## src/rtl/cbus_narb_pkg.sv

```systemverilog
// Shared definitions for the N-master cache-bus arbiter: command encodings (common with l2c),
// arbitration mode selectors, FSM state type and a clog2 helper.
package cbus_narb_pkg;

    localparam int unsigned CMD_NO   = 0;
    localparam int unsigned CMD_RD   = 1;
    localparam int unsigned CMD_WR   = 2;
    localparam int unsigned CMD_WRBE = 3;

    localparam int unsigned ARB_FIXED = 0;
    localparam int unsigned ARB_RR    = 1;

    // Outstanding-read counter width; MAX_OUT tops out at 15.
    localparam int unsigned CNT_W = 4;

    typedef enum logic {
        StIdle = 1'b0,
        StBusy = 1'b1
    } state_e;

    function automatic int unsigned clog2(input int unsigned v);
        int unsigned r;
        r = 0;
        for (int unsigned i = 0; i < 32; i++) begin
            if ((64'd1 << i) < 64'(v)) r = i + 1;
        end
        return r;
    endfunction

endpackage

```

## src/rtl/cbus_narb_rr.sv

```systemverilog
// Combinational picker: first eligible master at or after the base index, searching with
// wrap-around. In fixed-priority mode the base is forced to 0 so the lowest index wins.
module cbus_narb_rr
    import cbus_narb_pkg::*;
#(
    parameter int unsigned NUM_M = 4,
    parameter int unsigned IDX_W = 2
) (
    input  logic [NUM_M-1:0] elig_i,
    input  logic [IDX_W-1:0] ptr_i,
    input  logic             mode_i,
    output logic [NUM_M-1:0] gnt_o,
    output logic [IDX_W-1:0] idx_o
);

    logic [IDX_W-1:0] base;
    logic [IDX_W-1:0] cand;

    assign base = mode_i ? ptr_i : '0;

    always_comb begin
        idx_o = '0;
        cand  = '0;
        // Walk offsets from farthest to nearest so the nearest eligible master is kept last.
        for (int k = NUM_M - 1; k >= 0; k--) begin
            cand = IDX_W'((32'(base) + 32'(k)) % NUM_M);
            if (elig_i[cand]) idx_o = cand;
        end
        gnt_o = '0;
        if (|elig_i) gnt_o[idx_o] = 1'b1;
    end

endmodule

```

## src/rtl/cbus_narb.sv

```systemverilog
// N-master cache-bus arbiter with registered request issue to the L2 slave, UID-tagged
// response steering and per-master outstanding-read limiting with a sticky error flag.
module cbus_narb
    import cbus_narb_pkg::*;
#(
    parameter int unsigned NUM_M    = 4,
    parameter int unsigned ARB_MODE = 1,
    parameter int unsigned MAX_OUT  = 2,
    parameter int unsigned ADDR_W   = 32,
    parameter int unsigned DATA_W   = 128,
    parameter int unsigned CMD_W    = 2,
    parameter int unsigned UID_W    = 4
) (
    input  logic                      clk,
    input  logic                      rst,
    input  logic [NUM_M-1:0]          m_req,
    input  logic [NUM_M*CMD_W-1:0]    m_cmd,
    input  logic [NUM_M*ADDR_W-1:0]   m_addr,
    input  logic [NUM_M*DATA_W/8-1:0] m_data_be,
    input  logic [NUM_M*DATA_W-1:0]   m_data,
    output logic [NUM_M-1:0]          m_ack,
    output logic [NUM_M-1:0]          m_rdy,
    output logic [DATA_W-1:0]         m_rd_data,
    output logic                      s_req,
    output logic [CMD_W-1:0]          s_cmd,
    output logic [ADDR_W-1:0]         s_addr,
    output logic [UID_W-1:0]          s_uid,
    output logic [DATA_W/8-1:0]       s_data_be,
    output logic [DATA_W-1:0]         s_data,
    input  logic                      s_ack,
    input  logic                      s_rdy,
    input  logic [UID_W-1:0]          s_rsp_uid,
    input  logic [DATA_W-1:0]         s_rsp_data,
    output logic                      err
);

    localparam int unsigned BE_W  = DATA_W / 8;
    localparam int unsigned IDX_W = (clog2(NUM_M) == 0) ? 1 : clog2(NUM_M);

    state_e             state_q, state_d;
    logic               s_req_q, s_req_d;
    logic [CMD_W-1:0]   s_cmd_q, s_cmd_d;
    logic [ADDR_W-1:0]  s_addr_q, s_addr_d;
    logic [UID_W-1:0]   s_uid_q, s_uid_d;
    logic [BE_W-1:0]    s_be_q, s_be_d;
    logic [DATA_W-1:0]  s_data_q, s_data_d;
    logic [IDX_W-1:0]   win_q, win_d;
    logic [IDX_W-1:0]   rr_ptr_q, rr_ptr_d;
    logic [CNT_W-1:0]   out_cnt_q [NUM_M];
    logic [CNT_W-1:0]   out_cnt_d [NUM_M];
    logic [NUM_M-1:0]   m_rdy_q, m_rdy_d;
    logic [DATA_W-1:0]  m_rd_data_q, m_rd_data_d;
    logic               err_q, err_d;

    logic [NUM_M-1:0]   elig;
    logic [NUM_M-1:0]   gnt;
    logic [IDX_W-1:0]   pick;
    logic               ack_fire;
    logic               rd_issue;
    logic               uid_ok;
    logic               rsp_ok;
    logic [IDX_W-1:0]   rsp_idx;

    // A master whose read budget is exhausted may still win with a write.
    always_comb begin
        elig = '0;
        for (int i = 0; i < NUM_M; i++) begin
            elig[i] = m_req[i] &&
                      !((m_cmd[i*CMD_W +: CMD_W] == CMD_W'(CMD_RD)) &&
                        (out_cnt_q[i] == CNT_W'(MAX_OUT)));
        end
    end

    cbus_narb_rr #(
        .NUM_M (NUM_M),
        .IDX_W (IDX_W)
    ) u_pick (
        .elig_i (elig),
        .ptr_i  (rr_ptr_q),
        .mode_i (ARB_MODE == ARB_RR),
        .gnt_o  (gnt),
        .idx_o  (pick)
    );

    assign ack_fire = (state_q == StBusy) && s_ack;
    assign rd_issue = ack_fire && (s_cmd_q == CMD_W'(CMD_RD));
    assign uid_ok   = 32'(s_rsp_uid) < NUM_M;
    assign rsp_idx  = IDX_W'(s_rsp_uid);
    assign rsp_ok   = s_rdy && uid_ok && (out_cnt_q[rsp_idx] != '0);

    always_comb begin
        m_ack = '0;
        if (ack_fire) m_ack[win_q] = 1'b1;
    end

    always_comb begin
        state_d     = state_q;
        s_req_d     = s_req_q;
        s_cmd_d     = s_cmd_q;
        s_addr_d    = s_addr_q;
        s_uid_d     = s_uid_q;
        s_be_d      = s_be_q;
        s_data_d    = s_data_q;
        win_d       = win_q;
        rr_ptr_d    = rr_ptr_q;
        m_rdy_d     = '0;
        m_rd_data_d = m_rd_data_q;
        err_d       = err_q;
        for (int i = 0; i < NUM_M; i++) out_cnt_d[i] = out_cnt_q[i];

        unique case (state_q)
            StIdle: begin
                if (|gnt) begin
                    state_d  = StBusy;
                    s_req_d  = 1'b1;
                    win_d    = pick;
                    s_cmd_d  = m_cmd[32'(pick)*CMD_W +: CMD_W];
                    s_addr_d = m_addr[32'(pick)*ADDR_W +: ADDR_W];
                    s_be_d   = m_data_be[32'(pick)*BE_W +: BE_W];
                    s_data_d = m_data[32'(pick)*DATA_W +: DATA_W];
                    s_uid_d  = UID_W'(pick);
                end
            end
            StBusy: begin
                if (s_ack) begin
                    state_d  = StIdle;
                    s_req_d  = 1'b0;
                    rr_ptr_d = (win_q == IDX_W'(NUM_M - 1)) ? '0 : win_q + 1'b1;
                end
            end
        endcase

        // Issue and retire in the same cycle for one master cancel out.
        for (int i = 0; i < NUM_M; i++) begin
            if (rd_issue && (win_q == IDX_W'(i))) out_cnt_d[i] = out_cnt_d[i] + 1'b1;
            if (rsp_ok && (rsp_idx == IDX_W'(i))) out_cnt_d[i] = out_cnt_d[i] - 1'b1;
        end

        if (rsp_ok) begin
            m_rdy_d[rsp_idx] = 1'b1;
            m_rd_data_d      = s_rsp_data;
        end else if (s_rdy) begin
            err_d = 1'b1;
        end
    end

    always_ff @(posedge clk) begin
        if (rst) begin
            state_q     <= StIdle;
            s_req_q     <= 1'b0;
            s_cmd_q     <= CMD_W'(CMD_NO);
            s_addr_q    <= '0;
            s_uid_q     <= '0;
            s_be_q      <= '0;
            s_data_q    <= '0;
            win_q       <= '0;
            rr_ptr_q    <= '0;
            m_rdy_q     <= '0;
            m_rd_data_q <= '0;
            err_q       <= 1'b0;
            for (int i = 0; i < NUM_M; i++) out_cnt_q[i] <= '0;
        end else begin
            state_q     <= state_d;
            s_req_q     <= s_req_d;
            s_cmd_q     <= s_cmd_d;
            s_addr_q    <= s_addr_d;
            s_uid_q     <= s_uid_d;
            s_be_q      <= s_be_d;
            s_data_q    <= s_data_d;
            win_q       <= win_d;
            rr_ptr_q    <= rr_ptr_d;
            m_rdy_q     <= m_rdy_d;
            m_rd_data_q <= m_rd_data_d;
            err_q       <= err_d;
            for (int i = 0; i < NUM_M; i++) out_cnt_q[i] <= out_cnt_d[i];
        end
    end

    assign s_req     = s_req_q;
    assign s_cmd     = s_cmd_q;
    assign s_addr    = s_addr_q;
    assign s_uid     = s_uid_q;
    assign s_data_be = s_be_q;
    assign s_data    = s_data_q;
    assign m_rdy     = m_rdy_q;
    assign m_rd_data = m_rd_data_q;
    assign err       = err_q;

endmodule

```

## config.mk

```make
export PLATFORM = sky130hd
export DESIGN_NAME = cbus_narb
export DESIGN_NICKNAME = d
export VERILOG_FILES = /design/src/rtl/cbus_narb_pkg.sv /design/src/rtl/cbus_narb_rr.sv /design/src/rtl/cbus_narb.sv
export SDC_FILE = /design/constraint.sdc
export NUM_CORES = 1
export LEC_CHECK = 0
export BUFFER_PORTS_ARGS = -buffer_cell sky130_fd_sc_hd__buf_2
export CELL_PAD_IN_SITES_DETAIL_PLACEMENT = 1
export CELL_PAD_IN_SITES_GLOBAL_PLACEMENT = 2
export CORE_AREA = 3 3 461 463
export CTS_BUF_LIST = sky130_fd_sc_hd__clkbuf_16
export CTS_CLUSTER_DIAMETER = 80
export DETAILED_ROUTE_END_ITERATION = 6
export DIE_AREA = 0 0 464 466
export PLACE_DENSITY = 0.48
export SLEW_MARGIN = 10
export SYNTH_ARGS = -nofsm -noshare
export SYNTH_HDL_FRONTEND = slang
export SYNTH_SLANG_ARGS = --single-unit
```

## constraint.sdc

```tcl
create_clock -name clk -period 7.7 [get_ports clk]
set_clock_uncertainty 0.2 [all_clocks]
set_input_delay 0.77 -clock clk [delete_from_list [all_inputs] [get_ports clk]]
set_output_delay 0.77 -clock clk [all_outputs]
set_load 0.02 [all_outputs]
```

==> results of run 1 <==
-- registers in the layout, summed over array words and instances (netlist names), 2 cells and up --
name / cells
m_rd_data: 128
m_rdy: 4
out_cnt_q: 16
rr_ptr_q: 2
s_addr: 32
s_cmd: 2
s_data: 128
s_data_be: 16
win_q: 2
-- per-layer routing --
layer,track usage,part of all wire
met1,0.119,0.36
met2,0.223,0.54
met3,0.0429,0.085
met4,0.0239,0.020
met5,0,0.0018
-- cells in the mapped netlist (4+ instances only) --
cell,instances,area share
a21oi_1,139,0.040
and3_1,5,0.0018
buf_1,4,0.00087
buf_12,8,0.0093
buf_2,23,0.0067
buf_4,5,0.0022
buf_6,33,0.022
buf_8,8,0.0070
clkbuf_1,66,0.014
dfxtp_1,333,0.39
ha_1,16,0.012
inv_1,14,0.0030
mux2i_1,357,0.21
nand2_1,450,0.098
nand3_1,7,0.0020
nand4_1,7,0.0025
nor2_1,27,0.0059
nor3_1,6,0.0017
nor4_1,4,0.0014
o21ai_0,5,0.0014
o221ai_1,47,0.024
o221ai_2,131,0.11
xnor2_1,16,0.0081
xor2_1,7,0.0036
-- worst paths after layout --
kind	to	slack, ns
max	s_data[41]	3.27
min	m_rd_data[107]	0.10
max reg2reg	s_data[41]	3.27
min reg2reg	m_rd_data[87]	0.25
-- logic make-up after synthesis --
kind of cell	Yosys count	share of synthesized area
compound gates	348	0.193
simple gates	527	0.122
flops	333	0.386
xor+xnor	23	0.0117
buf+inv	163	0.0658
mux	360	0.209
fa+ha+maj	16	0.0116
other cells	1	0.000217
-- power groups by stage --
stage | combinational, mW | sequential (mW) | clock [mW]
3_3_place_gp | 1.28 | 1.97 | 0
4_1_cts | 1.29 | 1.93 | 2.54
3_5_place_dp | 1.28 | 1.97 | 0
5_1_grt | 1.32 | 1.95 | 2.59
6_report | 1.22 | 1.93 | 2.39
2_1_floorplan | 0.514 | 2.07 | 0
-- worst min-delay path, cell delays in order --
cell	delay, ns
buf_2	0.09
nand2_1	0.04
a21oi_1	0.05
-- final cells by class --
type / count / area, µm² / area share
well taps: 2805 / 3510 / 0.127
clock inverters: 45 / 303 / 0.0110
flip-flops and latches: 333 / 6670 / 0.242
inverters: 14 / 52.6 / 0.00190
repair buffers: 1196 / 6160 / 0.223
multi-input cells: 1276 / 9500 / 0.344
clock buffers: 55 / 1380 / 0.0499
diodes: 15 / 37.5 / 0.00136
-- stage by stage --
stage          cell area (µm²)  total power, mW  std cells  hold slack [ns]  setup slack, ns
6_report                 27600             5.54       5739            0.104             3.27
5_1_grt                  27600             5.86       5728           0.0337             3.06
3_5_place_dp             25900             3.25       5624            0.245             2.89
3_3_place_gp             25900             3.24       5624            0.239             2.99
4_1_cts                  27600             5.76       5724          0.00544             3.25
2_1_floorplan            17300             2.58       1772            0.300             4.65
-- cells in the final DEF (no fill, tap or decap), types with 6 or more instances in the layout --
| cell | n |
|---|---|
| nor2_1 | 27 |
| a21oi_1 | 139 |
| clkinv_1 | 10 |
| nand3_1 | 7 |
| dfxtp_1 | 333 |
| buf_4 | 20 |
| xnor2_1 | 16 |
| nand4_1 | 7 |
| nand2_1 | 450 |
| o221ai_1 | 47 |
| clkbuf_16 | 55 |
| ha_1 | 16 |
| mux2i_1 | 356 |
| buf_12 | 8 |
| clkinv_2 | 10 |
| buf_2 | 1168 |
| o221ai_2 | 131 |
| diode_2 | 15 |
| inv_1 | 25 |
| inv_6 | 6 |
| xor2_1 | 7 |
| nor3_1 | 6 |
==> key figures, run 1 <==
Worst setup path
  – Largest stage delay, worst path: 0.58 ns
  – Startpoint Class: flip-flop
  – WS Path Type: flip-flop to flip-flop
  – Largest delay share family, worst path: compound AO/OA/AOI/OAI gates
  – Buf+Inv Stages, Crit Path: 2
  – Worst Path Required: 8.02 ns
  – WP data arrival: 4.75 ns
  – Crit path from: out_cnt_q[1][1]
  – FF-to-FF path depth: 9
  – Crit path max fanout: 106
  – R2R Path Start: out_cnt_q[1][1]
  – Stages on worst setup path: 9
  – Critical-path top delay cell: buf_4
  – Crit path capture type: flip-flop
  – Worst path cell trace: ha_1 > or4b_4 > o21a_1 > a211o_1 > a21oi_4 > buf_12 > buf_4 > mux2i_1 > o221ai_1

Die
  – Die Footprint: 0.216 mm²
  – Row cnt: 168
  – I/O pin cnt: 1172
  – Initial Util: 0.0825
  – Std-Cell Core Area: 0.209 mm²
  – Die extent in x: 464 µm
  – Die Y-Extent: 466 µm

Logic synthesis
  – Mapped Area: 0.0173 mm²
  – Synth unique cells: 59
  – Synth warn: 0
  – Ys flop type: dfxtp_1
  – Post-Syn Instances: 1771
  – Post-synthesis sequential area ratio: 0.386
  – Fraction of registers with async set/reset: 0
  – Mapped Avg Cell Area: 9.74 µm²
  – Post-synth EDFFs: 0
  – Yosys reg bits: 333

Clock tree
  – Maximum buffer depth of the clock tree: 3
  – Clock sink total: 333
  – Clk slew on worst S/H paths: 0.06 ns
  – Total CTS buffers: 55
  – Root Driver: clkbuf_16
  – Hold Buf Count CTS: 0
  – Post-CTS Resized: 0
  – Max H-tree Level: 2
  – # Post-CTS Setup Buffers: 0
  – Worst skew pair latency: 0.70 ns
  – TritonCTS clock tree: yes

Final layout
  – FILL cells: 25000
  – Util after Layout: 0.132
  – Final #Nets: 3744
  – Area Growth Syn to Fin: 59.9%
  – Layout cells sized above 1: 0.487

Worst hold path
  – Hold crit path type: primary input to flip-flop
  – Hold_sp: s_rsp_data[107]
  – Hold Path Stages: 3

Timing
  – Setup tns final: 0 ns
  – RSZ-0062 raised after global routing: false
  – Slew Viols, Final: 0
  – Slew @ Worst Pin: 1.14 ns
  – Fmax: 226 MHz
  – Final worst path period share: 0.576
  – Final min period: 4.43 ns
  – Rel. slew slack: 0.229
  – Final hold viol count: 0
  – Setup violators final: 0

Detailed routing
  – Post-route ant nets: 0
  – # DRC: 0
  – Drt first pass iters: 5
  – Final WL: 132 mm
  – DR iter-0 viols: 681
  – DR WL/cell: 23.0 µm
  – Via density: 3.19
  – Via count: 18300

Pwr
  – Maximum VDD drop: 0.000168 V
  – Seq pwr share: 0.349
  – Combinational share of power: 0.220
  – Internal power: 3.62 mW
  – Clock Power Share: 0.431
  – Power per Cell Area: 201 mW/mm²
  – Leakage Power: 11.5 nW
  – Switching power: 1.92 mW
  – Sw Ratio: 0.347

Global routing
  – Grt ovf: 0
  – Initial antenna violation count: 65
  – Gr usage total: 0.116
  – Largest net degree at the start of global routing: 107
  – Global-route wire length before repair: 174 mm
  – Vias in the first global route: 19500

Placed design
  – Final RePlAce weighted congestion: 0.858
  – Count of input and output buffers: 1169
  – Post-DP HPWL: 109 mm

Job
  – Max-Cap Viols: 0

Status
  – Status: finished clean
Note: power is estimated with default switching activity, not from simulation.
==> inputs of run 2 (changes only) <==
Settings changed: ABC_AREA set to 1, CORE_AREA 3 3 461 463 to 3 3 462 464, DIE_AREA 0 0 464 466 to 0 0 465 467, PLACE_DENSITY 0.48 to 0.58.
Clock period 7.7 ns to 3.75 ns, I/O delays scaled along.
==> run 2 against run 1 <==
Net effect:
- fmax increased by 26%
- global-route usage grew 3.0 points
- critical path type unchanged
- sequential cell count unchanged
- clock power rose by 130%
- sequential share of layout area fell by 8.0 points
- non-clock buffer count increased by 863
- largest cell class is now buffers
- cell area rose by 50%
- core utilization increased by 6.6 points
- routed wire length grew 31%
- highest routed layer unchanged
- setup slack got worse by 3.0 ns
==> key figures, run 2 <==
Status
  – Status: finished clean

Detailed routing
  – Drt first pass iters: 5
  – Post-route ant nets: 0
  – Via density: 3.68
  – Via count: 31500
  – DR iter-0 viols: 1302
  – # DRC: 0
  – Final WL: 173 mm
  – DR WL/cell: 20.3 µm

Worst setup path
  – Startpoint Class: flip-flop
  – WP data arrival: 3.86 ns
  – Worst path cell trace: ha_1 > nand2_1 > inv_1 > nand3_1 > nand3_1 > nand2_2 > nand2_8 > nand2_1 > inv_2 > nand2_2 > nand2_8 > buf_4 > nand3_1 > nand3_1 > dlygate4sd3_1 > nand3_1 > nand2_1 > inv_1
  – Worst Path Required: 4.10 ns
  – Buf+Inv Stages, Crit Path: 5
  – Most common cell on crit path: nand3_1
  – RR Endpoint: s_addr[15]
  – Worst setup path end: s_addr[15]
  – Crit path max fanout: 33
  – Crit path capture type: flip-flop
  – Stages on worst setup path: 18
  – Critical-path top delay cell: dlygate4sd3_1
  – R2R Path Start: out_cnt_q[2][1]
  – FF-to-FF path depth: 18
  – Crit path from: out_cnt_q[2][1]
  – Largest delay share family, worst path: simple AND/OR/NAND/NOR gates
  – Reg2reg setup slack: 0.24 ns
  – Largest stage delay, worst path: 0.55 ns
  – WS Path Type: flip-flop to flip-flop

Clock tree
  – Root Driver: clkbuf_16
  – Maximum buffer depth of the clock tree: 3
  – Worst skew pair latency: 0.70 ns
  – Clock sink total: 333
  – Total CTS buffers: 56
  – TritonCTS clock tree: yes
  – Max H-tree Level: 2
  – Clk slew on worst S/H paths: 0.06 ns

Logic synthesis
  – Yosys reg bits: 333
  – Mapped Avg Cell Area: 5.77 µm²
  – Fraction of registers with async set/reset: 0
  – Mapped Area: 0.0220 mm²
  – Post-Syn Instances: 3813
  – Post-synth top area share: 0.303
  – Top post-synthesis cells by count: inv_1 (845), nand3_1 (777), nor2_1 (689)
  – Synth top area cells: dfxtp_1 (30%), nand3_1 (18%), inv_1 (14%)
  – Synth unique cells: 27
  – Most common cell in the netlist: inv_1
  – Post-synth EDFFs: 0
  – Synth area leader: dfxtp_1
  – Ys flop type: dfxtp_1
  – Post-synthesis sequential area ratio: 0.303
  – Synth warn: 0

Die
  – Die Footprint: 0.217 mm²
  – Die extent in x: 465 µm
  – I/O pin cnt: 1172
  – Initial Util: 0.105
  – Row cnt: 168
  – Std-Cell Core Area: 0.210 mm²
  – Die Y-Extent: 467 µm

Timing
  – Rel. slew slack: 0.439
  – Final hold viol count: 0
  – Final worst path period share: 0.937
  – Slew Viols, Final: 0
  – Fmax: 285 MHz
  – RSZ-0062 raised after global routing: true
  – Final min period: 3.51 ns
  – Setup violators final: 0
  – Slew @ Worst Pin: 0.833 ns

Worst hold path
  – Hold crit path type: primary input to flip-flop

Pwr
  – Total power: 16.9 mW
  – Maximum VDD drop: 0.000363 V
  – Leakage Power: 22.2 nW
  – Power per Cell Area: 408 mW/mm²

Final layout
  – Most frequent cells in the layout: buf_2 (1168), inv_1 (849), dlygate4sd3_1 (782)
  – Leading cell type in the layout, fill and taps excluded: buf_2
  – Area Growth Syn to Fin: 88.3%
  – Final #Nets: 6547
  – FILL cells: 26100
  – Post-Layout Cell Count: 8554
  – Layout cells sized above 1: 0.252

Placed design
  – Post-DP HPWL: 128 mm
  – Dpl cells: 7611
  – Final RePlAce weighted congestion: 0.880
  – Count of input and output buffers: 1169

Global routing
  – Largest net degree at the start of global routing: 107
  – Grt ovf: 0
  – Global-route wire length before repair: 235 mm
  – Vias in the first global route: 33900
  – Gr usage total: 0.146
  – Initial antenna violation count: 44

Job
  – Max-Cap Viols: 0
[run 2: how the worst min path moves through the flow]
stage / start / end / slack (ns) / depth (start not counted)
6_report: s_rsp_data[120] / m_rd_data[120] / 0.01 / 3
5_1_grt: s_rsp_data[120] / m_rd_data[120] / 0.03 / 3
4_1_cts: m_addr[33] / s_addr[1] / 0.002 / 7
3_5_place_dp: err / err / 0.27 / 2
3_3_place_gp: err / err / 0.24 / 2
2_1_floorplan: state_q / state_q / 0.26 / 2
[run 2: layout make-up]
class	count	area (µm²)	area share
Inverter	847	3180	0.0769
Tap cell	2805	3510	0.0847
Multi-Input combinational cell	2382	10900	0.264
Timing Repair Buffer	2059	15200	0.367
Clock inverter	48	468	0.0113
Clock buffer	56	1400	0.0338
Antenna cell	24	60.1	0.00145
Sequential cell	333	6670	0.161
[run 2: layer usage]
metal	wire length, µm	track usage	vias up
met2	88500	0.271	1052
li1	-	-	15200
met5	43	0	-
met1	66200	0.156	14900
met3	11500	0.0395	224
met4	7030	0.0549	8
[run 2: timing repair]
item                                   4_1_cts  5_1_grt
buffers inserted                             0       17
setup endpoints to repair                    0      102
endpoints found under the hold margin      318        0
hold buffers                               782        0
gates resized for setup                      0       44
[run 2: worst reg2reg max path: cells and delay by family, from the launching register on]
family                   cells  cell delay, ns
AND/OR/NAND/NOR             12            1.41
flip-flops                   1            0.39
adder cells (fa/ha/maj)      1            0.18
buffers and inverters        5            1.19
[run 2: kinds of logic after synthesis]
family,count (synthesis),share of synthesized area
AND/OR/NAND/NOR,2187,0.437
buffers and inverters,1102,0.209
flip-flops,333,0.303
AO/OA/AOI/OAI,164,0.0377
adder cells (fa/ha/maj),16,0.00910
XOR/XNOR,10,0.00398
other,1,0.000170
[run 2: stage by stage]
step / instance area, µm² / util / hold slack (ns) / setup TNS [ns] / setup WS, ns
floorplan: 22000 / - / 0.262 / 0 / 1.44
global placement: 31000 / 0.148 / 0.244 / 0 / 0.432
detailed placement: 31000 / 0.148 / 0.267 / 0 / 0.336
CTS: 40700 / 0.194 / 0.00163 / 0 / 0.0212
global route: 41400 / 0.198 / 0.0294 / -0.0857 / -0.0242
finish: 41400 / 0.198 / 0.0127 / 0 / 0.238
[run 2: where the power goes]
group | switching (mW) | internal, mW | leakage, nW
combinational | 4.36 | 3.05 | 18.6
clock | 2.29 | 3.10 | 0.934
sequential | 0.231 | 3.88 | 2.73
==> inputs of run 3 (changes only) <==
Settings changed: CORE_AREA 3 3 462 464 to 3 3 459 461, DIE_AREA 0 0 465 467 to 0 0 462 464, PLACE_DENSITY 0.58 to 0.53, SYNTH_HIERARCHICAL set to 1, TNS_END_PERCENT set to 5.
==> run 3 against run 2 <==
Net effect:
- global-route usage shrank 0.72 points
- synthesized area shrank 22%
- via count shrank 15%
- core utilization shrank 1.9 points
- sequential power grew 11%
- critical path type unchanged
- fmax shrank 2.7%
==> key figures, run 3 <==
Status
  – Status: finished clean

Worst hold path
  – Worst hold endpoint: s_data[62]
  – Hold Path Stages: 5
  – Hold crit path type: primary input to flip-flop
  – Hold_sp: m_data[318]

Final layout
  – Most frequent cells in the layout: buf_2 (1169), nor2_1 (979), dlygate4sd3_1 (820)
  – Footprint of the multi-input gates: 0.00948 mm²
  – Reg area: 0.00667 mm²
  – Area Growth Syn to Fin: 115%
  – FILL cells: 25200
  – Leading cell type in the layout, fill and taps excluded: buf_2
  – Post-Layout Cell Count: 7362
  – Fin area: 0.0370 mm²
  – Final #Nets: 5452
  – Util after Layout: 0.179
  – Layout cells sized above 1: 0.299

Worst setup path
  – Worst Path Required: 4.09 ns
  – Crit path max fanout: 34
  – Critical-path top delay cell: dlygate4sd3_1
  – WS Path Type: flip-flop to flip-flop
  – WP data arrival: 3.95 ns
  – Startpoint Class: flip-flop
  – R2R Path Start: out_cnt_q[2][0]
  – Worst path cell trace: inv_1 > ha_1 > nand3_1 > o21a_1 > inv_1 > nand3_1 > nand2_1 > nand2_1 > nand2_2 > nand2_2 > nand2_2 > nand2_4 > nand2_8 > clkinv_16 > buf_12 > buf_12 > o21ai_0 > dlygate4sd3_1 > a31oi_1
  – Largest stage delay, worst path: 0.61 ns
  – Reg2reg setup slack: 0.14 ns
  – Crit path capture type: flip-flop
  – Most common cell on crit path: nand2_2
  – RR Endpoint: s_data[96]
  – FF-to-FF path depth: 19

Global routing
  – Vias in the first global route: 28800
  – Largest net degree at the start of global routing: 82
  – Initial antenna violation count: 60
  – Global-route wire length before repair: 215 mm
  – Gr usage total: 0.139
  – Grt ovf: 0

Timing
  – Worst hold slack: 0.0850 ns
  – Worst setup margin: 0.140 ns
  – Slew Viols, Final: 0
  – Rel. slew slack: 0.475
  – Setup tns final: 0 ns
  – Final hold viol count: 0
  – Fmax: 277 MHz
  – Final worst path period share: 0.963
  – Final min period: 3.61 ns
  – Slew @ Worst Pin: 0.787 ns
  – RSZ-0062 raised after global routing: true
  – Setup violators final: 0

Clock tree
  – Root Driver: clkbuf_16
  – Clock sink total: 333
  – Total CTS buffers: 56
  – Worst skew pair latency: 0.71 ns
  – TritonCTS clock tree: yes
  – Clk slew on worst S/H paths: 0.06 ns
  – Max H-tree Level: 2
  – Maximum buffer depth of the clock tree: 3

Detailed routing
  – Post-route ant nets: 0
  – Final WL: 161 mm
  – Via density: 3.64
  – DR WL/cell: 21.8 µm
  – DR iter-0 viols: 1324
  – Drt first pass iters: 5
  – Via count: 26800
  – # DRC: 0

Logic synthesis
  – Synth warn: 6
  – Fraction of registers with async set/reset: 0
  – Ys flop type: dfxtp_1
  – Post-synthesis sequential area ratio: 0.387
  – Mapped Avg Cell Area: 6.47 µm²
  – Post-Syn Instances: 2663
  – Post-synth EDFFs: 0
  – Synth unique cells: 31
  – Mapped Area: 0.0172 mm²
  – Most common cell in the netlist: nor2_1
  – Post-synth top area share: 0.387
  – Yosys reg bits: 333
  – Top post-synthesis cells by count: nor2_1 (983), o21ai_0 (670), dfxtp_1 (333)
  – Synth top area cells: dfxtp_1 (39%), nor2_1 (21%), o21ai_0 (19%)
  – Synth area leader: dfxtp_1

Die
  – Row cnt: 167
  – Die extent in x: 462 µm
  – Std-Cell Core Area: 0.207 mm²
  – I/O pin cnt: 1172
  – Die Footprint: 0.214 mm²
  – Initial Util: 0.0832
  – Die Y-Extent: 464 µm

Placed design
  – Dpl ws: 0.304 ns
  – Final RePlAce weighted congestion: 0.838
  – Dpl cells: 6385
  – Post-DP HPWL: 123 mm
  – Count of input and output buffers: 1169
  – Placed inst area: 0.0264 mm²

Pwr
  – Combinational share of power: 0.447
  – Seq pwr share: 0.259
  – Maximum VDD drop: 0.000378 V
  – Clock Power Share: 0.294
  – Internal power: 10.1 mW
  – Power per Cell Area: 477 mW/mm²
  – Sw Ratio: 0.428
  – Leakage Power: 16.5 nW
  – Switching power: 7.56 mW
  – Total power: 17.7 mW

Job
  – Max-Cap Viols: 0
## run 3: changes by cell type after synthesis, moves of 21 or more
cell,delta
inv_1,-802
buf_2,-50
buf_6,-31
nor3b_1,-21
nor2_1,+294
a31oi_1,+166
o21ai_0,+524
nand2_1,-534
nand3_2,-48
clkbuf_1,+69
nand3_1,-744
## run 3: cell type report
cell class | count | area share
inverters | 49 | 0.00700
diodes | 28 | 0.00189
well taps | 2704 | 0.0914
repair inverters | 3 | 0.000913
clock buffers | 56 | 0.0379
multi-input cells | 2056 | 0.256
repair buffers | 2085 | 0.414
clock inverters | 48 | 0.0109
flip-flops and latches | 333 | 0.180
## run 3: what timing repair did
action,in CTS,in global routing
gates resized for setup,0,31
endpoints found under the hold margin,328,0
setup buffers,0,16
hold buffers,820,0
setup endpoints to repair,0,100
## run 3: cells by family (layout without fill, tap and decap cells)
logic type / after synthesis / in the layout / share of synthesized area
AND/OR/NAND/NOR: 1138 / 1139 / 0.257
AO/OA/AOI/OAI: 886 / 886 / 0.272
flip-flops: 333 / 333 / 0.387
buffers and inverters: 276 / 2241 / 0.0660
adder cells (fa/ha/maj): 16 / 16 / 0.0116
XOR/XNOR: 12 / 12 / 0.00610
other: 2 / 31 / 0.000436
## run 3: power groups by stage
stage	clock network, mW	logic (mW)	registers, mW
final	5.19	7.90	4.57
after global routing	5.61	8.69	4.65
after detailed placement	0	6.59	4.65
after global placement	0	6.57	4.64
after CTS	5.52	7.74	4.58
after floorplan	0	2.41	5.25
## run 3: metal layers
layer	wire, µm	GRT usage
met1	67700	0.164
met2	75200	0.236
met3	13900	0.0479
met4	3840	0.0370
met5	176	0
## run 3: worst max-delay path by stage
stage,from,end,slack (ns),cells past startpoint
2_1_floorplan,out_cnt_q[3][0],s_addr[13],1.0,18
3_3_place_gp,out_cnt_q[3][0],s_data[125],0.32,19
3_5_place_dp,out_cnt_q[3][0],s_data[110],0.30,19
4_1_cts,out_cnt_q[3][0],s_addr[29],0.02,18
5_1_grt,out_cnt_q[3][0],s_data[25],-0.05,19
6_report,out_cnt_q[2][0],s_data[96],0.14,19
## run 3: worst max-delay path: cells and delay by family, from the launching register on
| kind | cells | cell delay [ns] |
|---|---|---|
| flip-flops | 1 | 0.35 |
| adder cells (fa/ha/maj) | 1 | 0.14 |
| AND/OR/NAND/NOR | 9 | 0.87 |
| buffers and inverters | 6 | 1.35 |
| AO/OA/AOI/OAI | 3 | 0.46 |
